[src/rtl/cgra_stim_pkg.sv]
// Shared types and defaults for the CGRA stream stimulus generator.
//   phase_e : top-level FSM state; the numeric encoding is driven out on `phase`
//   mode_e  : generator mode, latched when the FSM enters RUN
//   DEF_*   : default generator seed and Galois LFSR tap mask
package cgra_stim_pkg;

  typedef enum logic [1:0] {
    PH_IDLE   = 2'd0,
    PH_CONFIG = 2'd1,
    PH_RUN    = 2'd2,
    PH_DONE   = 2'd3
  } phase_e;

  typedef enum logic [1:0] {
    MODE_LFSR  = 2'd0,
    MODE_CNT   = 2'd1,
    MODE_CONST = 2'd2,
    MODE_WALK  = 2'd3
  } mode_e;

  // Tap mask for x^16+x^14+x^13+x^11+1.
  localparam logic [15:0] DEF_POLY = 16'hB400;
  localparam logic [15:0] DEF_SEED = 16'hACE1;

endpackage

[src/rtl/cgra_lane_gen.sv]
// One lane of stimulus. Holds the LFSR, counter base and walking-one index
// for lane LANE_IDX; the selected mode picks which one is driven on `data`.
//   clk, rst : clock, async active-high reset (reloads seeds)
//   clear    : synchronous reload to the reset values
//   adv      : step every generator by one word (read handshake)
//   mode     : latched generator mode
//   data     : current lane word
module cgra_lane_gen import cgra_stim_pkg::*; #(
  parameter int          WIDTH    = 16,
  parameter int          LANE_IDX = 0,
  parameter logic [15:0] SEED     = DEF_SEED,
  parameter logic [15:0] POLY     = DEF_POLY
) (
  input  logic             clk,
  input  logic             rst,
  input  logic             clear,
  input  logic             adv,
  input  mode_e            mode,
  output logic [WIDTH-1:0] data
);
  localparam int             IW        = (WIDTH > 1) ? $clog2(WIDTH) : 1;
  localparam logic [WIDTH-1:0] SEED_X  = WIDTH'(SEED) ^ WIDTH'(LANE_IDX);
  // An all-zero LFSR would lock up, so a zero seed is replaced by 1.
  localparam logic [WIDTH-1:0] LFSR_INIT = (SEED_X == '0) ? WIDTH'(1) : SEED_X;
  localparam logic [WIDTH-1:0] POLY_W  = WIDTH'(POLY);
  localparam logic [IW:0]      WLIM    = (IW+1)'(WIDTH);
  localparam logic [IW:0]      LOFS    = (IW+1)'(LANE_IDX % WIDTH);

  logic [WIDTH-1:0] lfsr_q, base_q, walk;
  logic [IW-1:0]    widx_q;
  logic [IW:0]      wsum, wpos;

  // Lane offset is applied at the output so all lanes share one index scheme.
  always_comb begin
    wsum = {1'b0, widx_q} + LOFS;
    wpos = (wsum >= WLIM) ? (wsum - WLIM) : wsum;
    walk = WIDTH'(1) << wpos[IW-1:0];
  end

  always_ff @(posedge clk or posedge rst) begin
    if (rst) begin
      lfsr_q <= LFSR_INIT;
      base_q <= '0;
      widx_q <= '0;
    end else if (clear) begin
      lfsr_q <= LFSR_INIT;
      base_q <= '0;
      widx_q <= '0;
    end else if (adv) begin
      lfsr_q <= (lfsr_q >> 1) ^ (lfsr_q[0] ? POLY_W : '0);
      base_q <= base_q + WIDTH'(1);
      widx_q <= (widx_q == IW'(WIDTH-1)) ? '0 : widx_q + IW'(1);
    end
  end

  always_comb begin
    data = lfsr_q;
    case (mode)
      MODE_CNT:   data = base_q + WIDTH'(LANE_IDX);
      MODE_CONST: data = WIDTH'(SEED);
      MODE_WALK:  data = walk;
      default:    data = lfsr_q;
    endcase
  end

endmodule

[src/rtl/cgra_stream_stim_gen.sv]
// Stream stimulus generator for CGRA power/functional runs.
// IDLE -> CONFIG (CONFIG_CYCLES) -> RUN (RUN_CYCLES) -> DONE. During RUN it
// offers a LANES-wide stimulus word and captures the DUT's write beats.
//   clk, rst_n    : clock; rst_n is an async ACTIVE-HIGH reset despite its name
//   flush, start  : sync restart to IDLE (wins over start) / leave IDLE
//   mode          : generator mode, sampled on CONFIG->RUN
//   read_*        : stimulus word out, advances on read_valid && read_en
//   write_*       : DUT output beats, counted and XOR-folded in RUN only
//   phase, toggle_active, done : FSM state, RUN window marker, DONE flag
//   words_out, words_in, checksum : saturating beat counters, XOR fold
module cgra_stream_stim_gen import cgra_stim_pkg::*; #(
  parameter int          LANES         = 1,
  parameter int          WIDTH         = 16,
  parameter int          CONFIG_CYCLES = 410,
  parameter int          RUN_CYCLES    = 1000,
  parameter logic [15:0] SEED          = DEF_SEED,
  parameter logic [15:0] POLY          = DEF_POLY
) (
  input  logic                   clk,
  input  logic                   rst_n,
  input  logic                   flush,
  input  logic                   start,
  input  logic [1:0]             mode,
  input  logic                   read_en,
  output logic [LANES*WIDTH-1:0] read_data,
  output logic                   read_valid,
  input  logic                   write_valid,
  input  logic [LANES*WIDTH-1:0] write_data,
  output logic [1:0]             phase,
  output logic                   toggle_active,
  output logic                   done,
  output logic [31:0]            words_out,
  output logic [31:0]            words_in,
  output logic [WIDTH-1:0]       checksum
);
  phase_e                        state_q, state_d;
  logic [31:0]                   cnt_q, cnt_d;
  mode_e                         mode_q;
  logic                          hs, wr_beat;
  logic [LANES-1:0][WIDTH-1:0]   lane_data;
  logic [WIDTH-1:0]              wr_fold;

  always_comb begin
    state_d = state_q;
    cnt_d   = cnt_q;
    case (state_q)
      PH_IDLE: if (start) begin
        state_d = PH_CONFIG;
        cnt_d   = '0;
      end
      PH_CONFIG: if (cnt_q == 32'(CONFIG_CYCLES - 1)) begin
        state_d = PH_RUN;
        cnt_d   = '0;
      end else cnt_d = cnt_q + 32'd1;
      PH_RUN: if (cnt_q == 32'(RUN_CYCLES - 1)) begin
        state_d = PH_DONE;
        cnt_d   = '0;
      end else cnt_d = cnt_q + 32'd1;
      default: ;
    endcase
    if (flush) begin
      state_d = PH_IDLE;
      cnt_d   = '0;
    end
  end

  always_ff @(posedge clk or posedge rst_n) begin
    if (rst_n) begin
      state_q <= PH_IDLE;
      cnt_q   <= '0;
      mode_q  <= MODE_LFSR;
    end else begin
      state_q <= state_d;
      cnt_q   <= cnt_d;
      // Leaving the mode at LFSR after a restart makes IDLE show the seed.
      if (flush) mode_q <= MODE_LFSR;
      else if (state_q == PH_CONFIG && state_d == PH_RUN) mode_q <= mode_e'(mode);
    end
  end

  assign read_valid    = (state_q == PH_RUN);
  assign toggle_active = (state_q == PH_RUN);
  assign done          = (state_q == PH_DONE);
  assign phase         = state_q;
  assign hs            = read_valid && read_en;
  assign wr_beat       = read_valid && write_valid;

  always_comb begin
    wr_fold = '0;
    for (int i = 0; i < LANES; i++) wr_fold ^= write_data[i*WIDTH +: WIDTH];
  end

  always_ff @(posedge clk or posedge rst_n) begin
    if (rst_n) begin
      words_out <= '0;
      words_in  <= '0;
      checksum  <= '0;
    end else if (flush) begin
      words_out <= '0;
      words_in  <= '0;
      checksum  <= '0;
    end else begin
      if (hs && words_out != '1) words_out <= words_out + 32'd1;
      if (wr_beat) begin
        if (words_in != '1) words_in <= words_in + 32'd1;
        checksum <= checksum ^ wr_fold;
      end
    end
  end

  for (genvar i = 0; i < LANES; i++) begin : g_lane
    cgra_lane_gen #(
      .WIDTH(WIDTH), .LANE_IDX(i), .SEED(SEED), .POLY(POLY)
    ) u_lane (
      .clk(clk), .rst(rst_n), .clear(flush), .adv(hs),
      .mode(mode_q), .data(lane_data[i])
    );
  end

  assign read_data = lane_data;

endmodule

[config.mk]
export PLATFORM = sky130hd
export DESIGN_NAME = cgra_stream_stim_gen
export DESIGN_NICKNAME = d
export VERILOG_FILES = /design/src/rtl/cgra_stim_pkg.sv /design/src/rtl/cgra_lane_gen.sv /design/src/rtl/cgra_stream_stim_gen.sv
export SDC_FILE = /design/constraint.sdc
export NUM_CORES = 1
export LEC_CHECK = 0
export BUFFER_PORTS_ARGS = -buffer_cell sky130_fd_sc_hd__clkbuf_2
export CAP_MARGIN = 15
export CORE_UTILIZATION = 25
export DETAILED_ROUTE_END_ITERATION = 7
export PLACE_DENSITY = 0.38
export SLEW_MARGIN = 20
export SYNTH_ARGS = -nofsm -noshare
export SYNTH_HDL_FRONTEND = slang
export SYNTH_SLANG_ARGS = --single-unit
[constraint.sdc]
create_clock -name clk -period 6.2 [get_ports clk]
set_input_delay 1.24 -clock clk [delete_from_list [all_inputs] [get_ports clk]]
set_output_delay 1.24 -clock clk [all_outputs]
set_load 0.02 [all_outputs]
==> metrics.md <==
| Metric | Value |
|---|---|
| Cell accounting for the most synthesized area | `dfrtp_1` |
| Dpl cell area | `9410 um^2` |
| Crit path DAT | `3.76 ns` |
| CP max stage cell | `and2_1` |
| Synthesized flop and latch total | `152` |
| Commonest non-fill, non-tap cells in the layout | `144 x dfrtp_1, 135 x nor2_1, 123 x clkbuf_2, 102 x nand2_1, 57 x xnor2_1` |
| Ordered cell list for the critical path | `inv_1, ha_1, and2_1, nor2_1, or4_1, nor4b_2, xnor2_1, nor2_1` |
| Endpoints failing setup | `0` |
| Layout Nets | `1,068` |
| Die extent in y | `185 um` |
| Hold Slack | `0.494 ns` |
| Xor/xnor share of the synthesized area | `0.0993` |
| Crit Path Class | `reg -> reg` |
| Ys Warns | `0` |
| Number of synthesized flops with an enable pin | `0` |
| Synth Area in Compound Gates | `0.0909` |
| Hpwl dp | `15.6 mm` |
| Maximum fanout along the worst path | `20` |
| Fmax | `0.287 GHz` |
| Worst-Skew Late Latency | `0.43 ns` |
| Commonest non-fill, non-tap cell in the layout | `dfrtp_1` |
| GPL Wtd Cong | `0.764` |
| Outcome | `complete, no violations` |
| Clk buf depth | `2` |
| First-pass DRT Iterations | `4` |
| Critical Path Source | `phase[0]$_DFF_PP0_` |
| Simple-gate portion of the synthesized area | `0.276` |
| Mapped Cells | `921` |
| Synth async-reset ratio | `1.00` |
| CP Launch Type | `flip-flop` |
| CP peak stage delay | `0.77 ns` |
| Non-Filler Instances | `1,483` |
| Root Driver | `clkbuf_16` |
| DR vias/cell | `4.56` |
| Initial drt markers | `371` |
| Peak supply drop | `0.190 mV` |
| Leak Pwr | `4.16 nW` |
| Starting density of the core | `0.256` |
| Finished Cell Area | `10,000 um^2` |
| Hold Buf Count CTS | `0` |
| CTS tree | `yes` |
| Antenna Nets Post-Route | `0` |
| Sequential share of the synthesized area | `0.455` |
| Share of cells above drive strength 1 | `0.192` |
| Post-CTS Setup Repair Bufs | `0` |
| Die X | `185 um` |
| Final setup TNS | `0 ns` |
| RSZ-0062 raised after global routing | `no` |
| Endpoints failing hold | `0` |
| Avg Cell Area, Syn | `9.10 um^2` |
| Final core occ | `0.306` |
| CORE AREA | `32,800 um^2` |
| Area Overhead vs Synth | `19.8%` |
| Die area | `34,300 um^2` |
| Grt ovf | `0` |
| Placed insts | `1,451` |
| Main flop type after synthesis | `dfrtp_1` |
| PortBufs | `124` |
| CTS buffer count | `17` |
| CTS Sinks | `152` |
| Hold Crit Class | `reg -> reg` |
| RR Startpoint | `phase[0]$_DFF_PP0_` |
| Unique masters post-synth | `72` |
| All-Layer GR Usage | `0.141` |
| WP data required | `6.48 ns` |
| Initial antenna violation count | `1` |
| Power density over the cells | `222 nW/um^2` |
| CP endpoint kind | `flip-flop` |
| Main combinational cell family by area after synthesis | `simple AND/OR/NAND/NOR gates` |
| First-pass GRT wire length | `37.6 mm` |
| Final WL | `23.1 mm` |
| Worst Clk Skew | `0.0140 ns` |
| Top-level I/O count | `125` |
| Most common cell on crit path | `nor2_1` |
| Vias in the first global route | `6,655` |
| Slew Viols, Final | `0` |
| Fill cell count | `3,456` |
| Mux cell area share after synthesis | `0.0185` |
| Per-cell routed wire length | `15.6 um` |
| Reg clk slew, reported paths | `0.07 ns` |
| Net Count, Synth | `961` |
| Min-delay src | `g_lane[0].u_lane.lfsr_q[6]$_DFFE_PP1P_` |
| Post-CTS Resized | `0` |
| Crit share post-route | `0.562` |
| Diodes inserted | `0` |
| Max Cap Viol | `0` |
| Synth Area in Adders | `0.0239` |
| Max H-tree Level | `4` |
| Slew margin rel. | `0.308` |
| Crit path time final | `3.48 ns` |
| Top post-synthesis cells by area | `dfrtp_1 43%, nor2_1 6.0%, xnor2_1 6.0%` |
| Worst-margin pin slew | `1.03 ns` |
| Pin count of the biggest net entering global routing | `72` |
| Post-Syn Area | `8380 um^2` |
| Vias | `6,765` |
| Detailed-route DRC error count | `0` |
| Num rows | `66` |
| Post-synth top area share | `0.430` |
==> report_power, final <==
group          leakage (nW)  total [W]  internal, W  switching (W)
logic                  1.77  0.0000762    0.0000175      0.0000588
registers              2.09   0.000999     0.000994     0.00000419
clock network         0.297    0.00115     0.000690       0.000462
total                  4.16    0.00223      0.00170       0.000525
==> cell type report <==
| type | count | area, um^2 | share of cell area |
|---|---|---|---|
| clock inverter | 13 | 194 | 0.0193 |
| timing repair buffer | 130 | 668 | 0.0665 |
| inverter | 29 | 114 | 0.0113 |
| clock buffer | 19 | 443 | 0.0441 |
| tap | 442 | 553 | 0.0551 |
| multi-input combinational | 698 | 4260 | 0.424 |
| sequential | 152 | 3810 | 0.380 |
==> registers in the layout (all words and copies together) (netlist names) <==
name	cells
g_lane.u_lane.base_q	16
mode_q	2
cnt_q	32
words_in	32
g_lane.u_lane.lfsr_q	16
words_out	32
checksum	16
phase	2
g_lane.u_lane.widx_q	4
==> per-layer routing <==
layer	vias up	wire length, um	global-route usage
met4	2	262	0.0443
met5	-	11	0
met2	99	10500	0.218
met1	3266	11500	0.197
met3	15	793	0.0258
li1	3383	-	-
==> final timing paths <==
| check | endpoint | slack (ns) | depth (start not counted) |
|---|---|---|---|
| min in group asynchronous | phase[1]$_DFF_PP0_ | 0.92 | 2 |
| worst min-delay path | g_lane[0].u_lane.lfsr_q[5]$_DFFE_PP1P_ | 0.49 | 2 |
| worst max register to register | words_in[30]$_DFFE_PP0P_ | 2.72 | 8 |
| worst max-delay path | words_in[30]$_DFFE_PP0P_ | 2.72 | 8 |
| worst min register to register | g_lane[0].u_lane.lfsr_q[5]$_DFFE_PP1P_ | 0.49 | 2 |
| max in group asynchronous | g_lane[0].u_lane.base_q[10]$_DFFE_PP0P_ | 4.19 | 3 |
==> worst max-delay path, delay by kind of cell, from the launching register on <==
family        cells  cell delay, ns
flops             1            0.43
fa+ha+maj         1            0.50
xor+xnor          1            0.15
buf+inv           1            0.18
simple gates      5            2.07
==> cell families after synthesis <==
| kind of cell | Yosys count |
|---|---|
| and+or+nand+nor | 451 |
| AOI/OAI and AO/OA | 121 |
| DFF | 152 |
| xor gates and xnor gates | 95 |
| muxes | 15 |
| adders and majority gates | 16 |
| buffers and inverters | 71 |
==> per-stage QoR <==
stage	total power (W)	worst slack, ns
after floorplan	0.00107	0.880
after global placement	0.00110	2.35
after detailed placement	0.00110	2.37
after CTS	0.00227	2.63
after global routing	0.00232	2.43
final	0.00223	2.72
==> cell usage after synthesis (2+ instances only) <==
cell type  instances
mux2_1             3
inv_1             29
dfrtp_1          144
a31oi_1            3
and2_1             6
nor4_2             5
ha_1              16
a211oi_1           7
nand4_1           31
or3_1             22
xor2_1            38
and3b_1            2
nor4_1             8
and4_1            10
xnor2_1           57
and3_1            16
o21ai_1           12
nand3b_1           7
clkbuf_1          31
buf_6              3
nor2b_1           16
a21oi_1           41
o21ai_0           29
nor2_1           135
nand2_1          102
nor3_1            28
or4_1              4
a22o_1             3
a211o_1            2
nand3_1           34
mux2i_1           11
and2b_1            2
a21o_1             5
nor3b_1            3
nand4_2            2
dfstp_2            8
o31ai_1            3
buf_2              5
nor3_2             5
No activity file was read; power rests on OpenSTA's default activity.
